<file path="src/rtl/alu_bist_pkg.sv">
// Shared definitions for the ALU built-in self-test controller.
//   state_e   : controller FSM states
//   SIG_W     : signature / LFSR width
//   POLY_TAPS : tap mask for x^16+x^14+x^13+x^11+1 (bits 15,13,12,10)
//   NUM_OPS   : ALU opcodes exercised per operand pair
//   OP_W      : opcode width
package alu_bist_pkg;

  typedef enum logic [1:0] {
    IDLE  = 2'd0,
    RUN   = 2'd1,
    DRAIN = 2'd2,
    DONE  = 2'd3
  } state_e;

  localparam int unsigned SIG_W     = 16;
  localparam logic [15:0] POLY_TAPS = 16'hB400;
  localparam int unsigned NUM_OPS   = 8;
  localparam int unsigned OP_W      = 3;

endpackage

</file>
<file path="src/rtl/alu_bist_lfsr16_step.sv">
// lfsr16_step: one combinational step of a 16-bit Fibonacci shift register
// using the package polynomial, with the new value XORed by xor_i. With
// xor_i tied to zero it is a plain LFSR step; fed with data it is a MISR step.
// Ports:
//   r_i   in  16  current register value
//   xor_i in  16  data folded into the shifted value
//   r_o   out 16  next register value
module lfsr16_step
  import alu_bist_pkg::*;
(
  input  logic [SIG_W-1:0] r_i,
  input  logic [SIG_W-1:0] xor_i,
  output logic [SIG_W-1:0] r_o
);

  logic fb;

  assign fb  = ^(r_i & POLY_TAPS);
  assign r_o = {r_i[SIG_W-2:0], fb} ^ xor_i;

endmodule

</file>
<file path="src/rtl/alu_bist_ctrl.sv">
// alu_bist_ctrl: BIST driver/checker for the 8-op signed ALU. Issues operand
// pairs (each applied to all 8 opcodes), compacts the ALU results into a
// 16-bit MISR and compares the final signature with GOLDEN_SIG.
// Configuration macro: ALU_BIST_EXHAUSTIVE_EN -- operand pairs come from a
// 2N-bit up-counter covering all 2^(2N) pairs (NUM_VEC, LFSR_SEED ignored);
// undefined: pairs come from the 16-bit LFSR seeded with LFSR_SEED.
// Ports:
//   clk       in   1    rising-edge clock
//   rst_n     in   1    asynchronous reset, active low
//   start     in   1    starts a run from IDLE or DONE
//   alu_x     out  N    operand x to the ALU (registered)
//   alu_y     out  N    operand y to the ALU (registered)
//   alu_c     out  3    opcode to the ALU (registered)
//   alu_o     in   N+2  ALU result
//   busy      out  1    high in RUN and DRAIN
//   done      out  1    high in DONE
//   pass      out  1    signature == GOLDEN_SIG while done
//   signature out  16   current MISR value
module alu_bist_ctrl
  import alu_bist_pkg::*;
#(
  parameter int unsigned N          = 4,
  parameter int unsigned NUM_VEC    = 64,
  parameter int unsigned ALU_LAT    = 0,
  parameter logic [15:0] LFSR_SEED  = 16'hACE1,
  parameter logic [15:0] GOLDEN_SIG = 16'h0000
) (
  input  logic             clk,
  input  logic             rst_n,
  input  logic             start,
  output logic [N-1:0]     alu_x,
  output logic [N-1:0]     alu_y,
  output logic [OP_W-1:0]  alu_c,
  input  logic [N+1:0]     alu_o,
  output logic             busy,
  output logic             done,
  output logic             pass,
  output logic [SIG_W-1:0] signature
);

  localparam int unsigned VEC_W  = (NUM_VEC > 1) ? $clog2(NUM_VEC) : 1;
  localparam int unsigned DCNT_W = $clog2(ALU_LAT + 1) + 1;

  state_e state_q, state_d;

  logic [OP_W-1:0]    op_q;
  logic [N-1:0]       alu_x_q, alu_y_q;
  logic [OP_W-1:0]    alu_c_q;
  logic [ALU_LAT:0]   vld_q;
  logic [DCNT_W-1:0]  dcnt_q;
  logic [SIG_W-1:0]   misr_q, misr_d;
  logic [2*N-1:0]     pair;
  logic               last_pair;
  logic               issue, last_issue, start_run, drain_end;

`ifdef ALU_BIST_EXHAUSTIVE_EN
  logic [2*N-1:0] cnt_q;
  assign pair      = cnt_q;
  assign last_pair = &cnt_q;
`else
  logic [SIG_W-1:0] lfsr_q, lfsr_d;
  logic [VEC_W-1:0] vec_q;

  lfsr16_step u_lfsr (
    .r_i   (lfsr_q),
    .xor_i ('0),
    .r_o   (lfsr_d)
  );

  assign pair      = lfsr_q[2*N-1:0];
  assign last_pair = (vec_q == VEC_W'(NUM_VEC - 1));
`endif

  lfsr16_step u_misr (
    .r_i   (misr_q),
    .xor_i ({{(SIG_W-N-2){1'b0}}, alu_o}),
    .r_o   (misr_d)
  );

  assign issue      = (state_q == RUN);
  assign last_issue = issue && (op_q == OP_W'(NUM_OPS - 1)) && last_pair;
  assign start_run  = start && ((state_q == IDLE) || (state_q == DONE));
  assign drain_end  = (dcnt_q == DCNT_W'(ALU_LAT));

  // State register
  always_ff @(posedge clk or negedge rst_n) begin
    if (!rst_n) begin
      state_q <= IDLE;
    end else begin
      state_q <= state_d;
    end
  end

  // Next-state logic
  always_comb begin
    state_d = state_q;
    unique case (state_q)
      IDLE:    if (start_run)  state_d = RUN;
      RUN:     if (last_issue) state_d = DRAIN;
      DRAIN:   if (drain_end)  state_d = DONE;
      DONE:    if (start_run)  state_d = RUN;
      default: state_d = IDLE;
    endcase
  end

  // Outputs
  always_comb begin
    busy      = (state_q == RUN) || (state_q == DRAIN);
    done      = (state_q == DONE);
    pass      = (state_q == DONE) && (misr_q == GOLDEN_SIG);
    signature = misr_q;
    alu_x     = alu_x_q;
    alu_y     = alu_y_q;
    alu_c     = alu_c_q;
  end

  // Datapath: vector issue, operand source, capture pipeline, MISR.
  // The valid bit for a vector enters vld_q on its issue edge; its tap
  // vld_q[ALU_LAT] lines up with the edge on which that vector's result is
  // present on alu_o, so only real results are compacted.
  always_ff @(posedge clk or negedge rst_n) begin
    if (!rst_n) begin
      op_q    <= '0;
      alu_x_q <= '0;
      alu_y_q <= '0;
      alu_c_q <= '0;
      vld_q   <= '0;
      dcnt_q  <= '0;
      misr_q  <= '0;
`ifdef ALU_BIST_EXHAUSTIVE_EN
      cnt_q   <= '0;
`else
      lfsr_q  <= LFSR_SEED;
      vec_q   <= '0;
`endif
    end else if (start_run) begin
      op_q   <= '0;
      vld_q  <= '0;
      dcnt_q <= '0;
      misr_q <= '0;
`ifdef ALU_BIST_EXHAUSTIVE_EN
      cnt_q  <= '0;
`else
      lfsr_q <= LFSR_SEED;
      vec_q  <= '0;
`endif
    end else begin
      if (issue) begin
        alu_c_q <= op_q;
        alu_x_q <= pair[2*N-1:N];
        alu_y_q <= pair[N-1:0];
        op_q    <= op_q + OP_W'(1);
        if (op_q == OP_W'(NUM_OPS - 1)) begin
`ifdef ALU_BIST_EXHAUSTIVE_EN
          cnt_q  <= cnt_q + (2*N)'(1);
`else
          lfsr_q <= lfsr_d;
          vec_q  <= vec_q + VEC_W'(1);
`endif
        end
      end
      vld_q <= (ALU_LAT+1)'({vld_q, issue});
      if (vld_q[ALU_LAT]) begin
        misr_q <= misr_d;
      end
      if (state_q == DRAIN) begin
        dcnt_q <= dcnt_q + DCNT_W'(1);
      end else begin
        dcnt_q <= '0;
      end
    end
  end

endmodule
</file>
<file path="config.mk">
export PLATFORM = sky130hd
export DESIGN_NAME = alu_bist_ctrl
export DESIGN_NICKNAME = d
export VERILOG_FILES = /design/src/rtl/alu_bist_pkg.sv /design/src/rtl/alu_bist_lfsr16_step.sv /design/src/rtl/alu_bist_ctrl.sv
export SDC_FILE = /design/constraint.sdc
export NUM_CORES = 1
export LEC_CHECK = 0
export CAP_MARGIN = 20
export CORE_MARGIN = 1.5
export CORE_UTILIZATION = 39
export DETAILED_ROUTE_END_ITERATION = 16
export PLACE_DENSITY_LB_ADDON = 0.3
export SYNTH_ARGS = -nofsm -noshare
export SYNTH_HDL_FRONTEND = slang
export SYNTH_SLANG_ARGS = --single-unit
</file>
<file path="constraint.sdc">
create_clock -name clk -period 1.79 [get_ports clk]
set_clock_uncertainty 0.05 [all_clocks]
set_input_delay 0.537 -clock clk [delete_from_list [all_inputs] [get_ports clk]]
set_output_delay 0.537 -clock clk [all_outputs]
set_load 0.03 [all_outputs]
</file>
# Yosys cells after proc, flatten, opt, wreduce, memory -nomap -nowiden
# Cells that the tools add are included.
# totals
out_inout_bits	30
register_bits	56
in_bits	9
wordCells	57
# classes
bitwise_logic	2
reduce_logical	17
n_addsub	3
eq_ne	8
muxes	17
# op_table
op	n
$mux 16	5
$reduce_xor 16->1	2
$mux 6	3
$logic_not 16->1	1
$xor 16x6->16	1
$add 6x1->6 const B	1
$eq 6x6->1 const B	1
$mux 2	3
$mux 3	2
$pmux 2 s3	1
$reduce_bool 2->1	3
$eq 2x2->1 const B	2
$logic_and 1x1->1	4
$ne 2x1->1 const B	2
$reduce_and 2->1	2
$add 3x1->3 const B	1
$eq 3x3->1 const B	1
$mux 1	3
$reduce_and 3->1	1
$eq 2x1->1 const B	1
$logic_not 2->1	1
$logic_or 1x1->1	2
$ne 2x2->1 const B	1
$reduce_or 2->1	1
other kinds (2)	2

# Depth between registers and ports, before layout
# logic_depth
word_depth	5
depth_mapped	6
mapped_depth_nobuf	5

# By module
# Synthesis repeated with hierarchy kept, for this count alone.
# hier_totals
hier_cells	216
hier_area_um2	2681.3
# modules_own_cells
mod	instances	cells_each	seq_area_each_um2	area_each_um2
alu_bist_ctrl	1	180	1411.4	2338.5
lfsr16_step	2	18	0.0	171.4

# Worst setup path before layout
# No wires, ideal clock.
# synth_path
path_type	register to output
from	reg state_q[0]
to	out pass
required_time_ns	1.203
n_path_buf	0
path_stages_with_launch	4
arrival_time_ns	1.331
setup_slack_ns	-0.128
cell_sequence	dfrtp_1 ha_1 nor4b_1 and4_1
# synth_between
elab_chain_cells	2
# synth_rtl
element	line	source
from (decl)	alu_bist_ctrl.sv:44	state_e state_q, state_d;
from (signal assigned)	alu_bist_ctrl.sv:90	state_q <= state_d;
$eq 2x2->1	-	
named net done	alu_bist_ctrl.sv:36	output logic done,
$logic_and 1x1->1	alu_bist_ctrl.sv:110	pass = (state_q == DONE) && (misr_q == GOLDEN_SIG);
to (decl)	alu_bist_ctrl.sv:37	output logic pass,
# The timed path passes the listed nets, and every way through them passes these cells.

# Final worst setup path
# layout_path
from	reg misr_q[13] (netlist: signature[13])
to	out pass
# layout_between
elab_chain_cells	2
# layout_rtl
element	line	source
from (decl)	alu_bist_ctrl.sv:51	logic [SIG_W-1:0] misr_q, misr_d;
from (signal assigned)	alu_bist_ctrl.sv:164	misr_q <= misr_d;
$logic_not 16->1	alu_bist_ctrl.sv:110	
$logic_and 1x1->1	alu_bist_ctrl.sv:110	
# Every way passes these cells.

==> results.txt <==
Outcome: finished, violations left
Failing checks: setup timing
I/O Pins: 39
Total Power: 4.394 mW
Die area: 6803 um^2
Grt ovf: 0
Unique masters post-synth: 38
Clock-pin slew on the worst setup and hold paths: 0.10 ns
Layout cells sized above 1: 39.00%
Routed Antenna Nets: 0
Setup violators final: 5
Synthesized net count: 213
Via density: 5.260
Worst-Margin Slew: 0.3169 ns
Largest net degree at the start of global routing: 45
# Max-Cap Violations: 0
First-pass GRT wire length: 7.955 mm
Root buffer cell: clkbuf_8
Initial antenna violation count: 0
Final worst slack: -0.2597 ns
Slowest cell on crit path: dfrtp_2
Crit path largest cell delay: 0.42 ns
Leakage: 1.530 nW
Cells along the critical path: inv_2 > ha_4 > nor4b_4 > and4_4 > buf_6
Top delay family on crit path: simple AND/OR/NAND/NOR gates
CTS Buffer Depth: 2
Crit Path Max Fanout: 2
Vias in the first global route: 1659
Worst rel slew slack: 78.88%
Clock latency on the worst-skew pair: 0.31 ns
Max rail drop VDD: 0.7963 mV
Core area: 6026 um^2
Gpl congestion: 0.7902
Nets: 275
Hold Crit Class: in -> async
Initial DRT Pass Iterations: 4
Required time of the critical path: 1.20 ns
Crit path DAT: 1.46 ns
Starting Density: 40.88%
Fin Setup TNS: -0.6598 ns
#FFs+latches synth: 56
Period utilization: 114.5%
Final Hold Viols: 0
CTS Hold Buffers Added: 0
H-tree depth: 2
IO Port Bufs: 38
Post-place setup slack: -0.1659 ns
Async SR Flop Fraction: 100.0%
Tmin final: 2.050 ns
FP Rows: 28
WL/cell: 15.42 um
# diodes: 0
Ys Warns: 0
Synth Instances: 196
Area growth syn-to-layout: 40.22%
CP Capture Type: primary output
1st-iter DRT viols: 107
Routed wire length: 5.150 mm
Via count: 1757
Number of synthesized flops with an enable pin: 0
Bufs and invs on worst path: 2
Critical Path Start Type: flip-flop
Syn_area_per_cell: 12.57 um^2
Unrepaired setup endpoints after global routing: true
Global Route Usage Sum: 15.69%
CTS Sinks: 56
CP Depth: 5
R2R Setup Slk: -0.08 ns
Max-slew violation count: 0
R2R cell count: 9
Die width: 82.48 um
Ys flop type: dfrtp_1
Crit Path Class: reg -> out
DR DRC count: 0
TritonCTS Buffers: 5
PwrDens: 1272 nW/um^2
Highest clock rate: 487.9 MHz
CTS tree: done
Sequential-to-total area share from yosys stat: 57.29%
DIE HEIGHT: 82.48 um
Synthesized area: 2464 um^2
Final HPWL DP: 3.328 mm
[cells in the mapped netlist (3+ instances only)]
| cell | instances | area [um^2] |
|---|---|---|
| ha_1 | 8 | 100.1 |
| mux2_2 | 11 | 123.9 |
| nor4_1 | 3 | 18.77 |
| nand3_1 | 4 | 20.02 |
| xor2_1 | 4 | 35.03 |
| nor2_1 | 20 | 75.07 |
| a22o_1 | 9 | 78.83 |
| inv_1 | 6 | 22.52 |
| dfrtp_1 | 48 | 1201 |
| xnor2_1 | 10 | 87.58 |
| nand2_1 | 3 | 11.26 |
| buf_2 | 8 | 40.04 |
| dfstp_2 | 8 | 210.2 |
| a21oi_1 | 3 | 15.01 |
| o22a_1 | 7 | 61.31 |
| a211oi_1 | 6 | 45.04 |
| mux2i_1 | 12 | 120.1 |
[cell type report]
type / instances / area [um^2]
multi-input combinational: 125 / 1194
clock inverter: 2 / 60.06
sequential: 56 / 1414
tap: 75 / 93.84
clock buffer: 6 / 72.57
timing repair buffer: 64 / 595.6
inverter: 6 / 25.02
fill: 526 / 2571
[worst register-to-register path, cell delays in order, from the launching register on]
cell     delay, ns
dfrtp_1       0.42
buf_6         0.12
buf_6         0.09
inv_4         0.03
ha_4          0.26
buf_6         0.11
a22oi_2       0.08
buf_4         0.17
or3_4         0.36
a21oi_2       0.11
[cells in the final DEF (no fill, tap or decap), drive strengths merged, types with 3 or more instances in the layout]
cell type and count:
a211oi 6, a21oi 4, a22o 9, buf 29, clkbuf 13, clkdlybuf4s15 8
clkdlybuf4s50 7, dfrtp 48, dfstp 8, dlygate4sd2 13, ha 8, inv 6
mux2 11, mux2i 12, nand2 4, nand3 4, nor2 21, nor4 3
o22a 7, xnor2 10, xor2 4
[cell families after synthesis]
group / after synthesis / share of synthesized area [%]
buffers and inverters: 15 / 2.692
AO/OA/AOI/OAI: 37 / 12.09
XOR/XNOR: 14 / 4.977
multiplexers: 23 / 9.904
flip-flops: 56 / 57.29
adder cells (fa/ha/maj): 8 / 4.063
AND/OR/NAND/NOR: 43 / 8.990
[flip-flops by register name (all words and copies together), names as in the netlist]
signal	cells
dcnt_q	1
alu_y	4
signature	16
lfsr_q	16
vec_q	6
alu_c	3
state_q	2
alu_x	4
op_q	3
vld_q	1
[power by group]
part           leakage [nW]  switching, mW  internal [mW]
registers             0.706          0.191           1.44
clock network        0.0654          0.397          0.559
logic                 0.758          0.978          0.825
[worst paths after layout]
check	from	end
setup / recovery	signature[13]$_DFFE_PN0P_	pass
min in group clk	dcnt_q$_DFF_PN0_	dcnt_q$_DFF_PN0_
hold / removal	rst_n	signature[1]$_DFFE_PN0P_
hold reg to reg	dcnt_q$_DFF_PN0_	dcnt_q$_DFF_PN0_
setup reg to reg	state_q[0]$_DFFE_PN0P_	vec_q[3]$_DFFE_PN0P_
max in group asynchronous	rst_n	lfsr_q[11]$_DFFE_PN1P_
[metal layers]
layer	vias up	share of wire [%]	wire [um]	GRT usage [%]
met2	44	47	2416	24.39
li1	833	-	-	-
met4	0	1.2	60	5.085
met1	873	47	2446	21.57
met5	-	0	0	0
met3	7	4.4	227	3.736
[metrics by stage]
step | instance area, um^2 | util, % | std cells | hold slack, ns
2_1_floorplan | 2481 | - | 196 | 0.1914
4_1_cts | 3296 | 54.69 | 330 | 0.05864
5_1_grt | 3455 | 57.33 | 334 | 0.06538
3_5_place_dp | 3059 | 50.77 | 318 | 0.3995
3_3_place_gp | 3059 | 50.77 | 318 | 0.4022
6_report | 3455 | 57.33 | 334 | 0.05563
[timing repair]
item | 4_1_cts | 5_1_grt
gates resized for setup | 54 | 46
buffers inserted | 4 | 5
gates cloned | 0 | 1
endpoints found under the setup margin | 31 | 38
pin swaps | 5 | 9
Power figures use the tool's default switching activity.
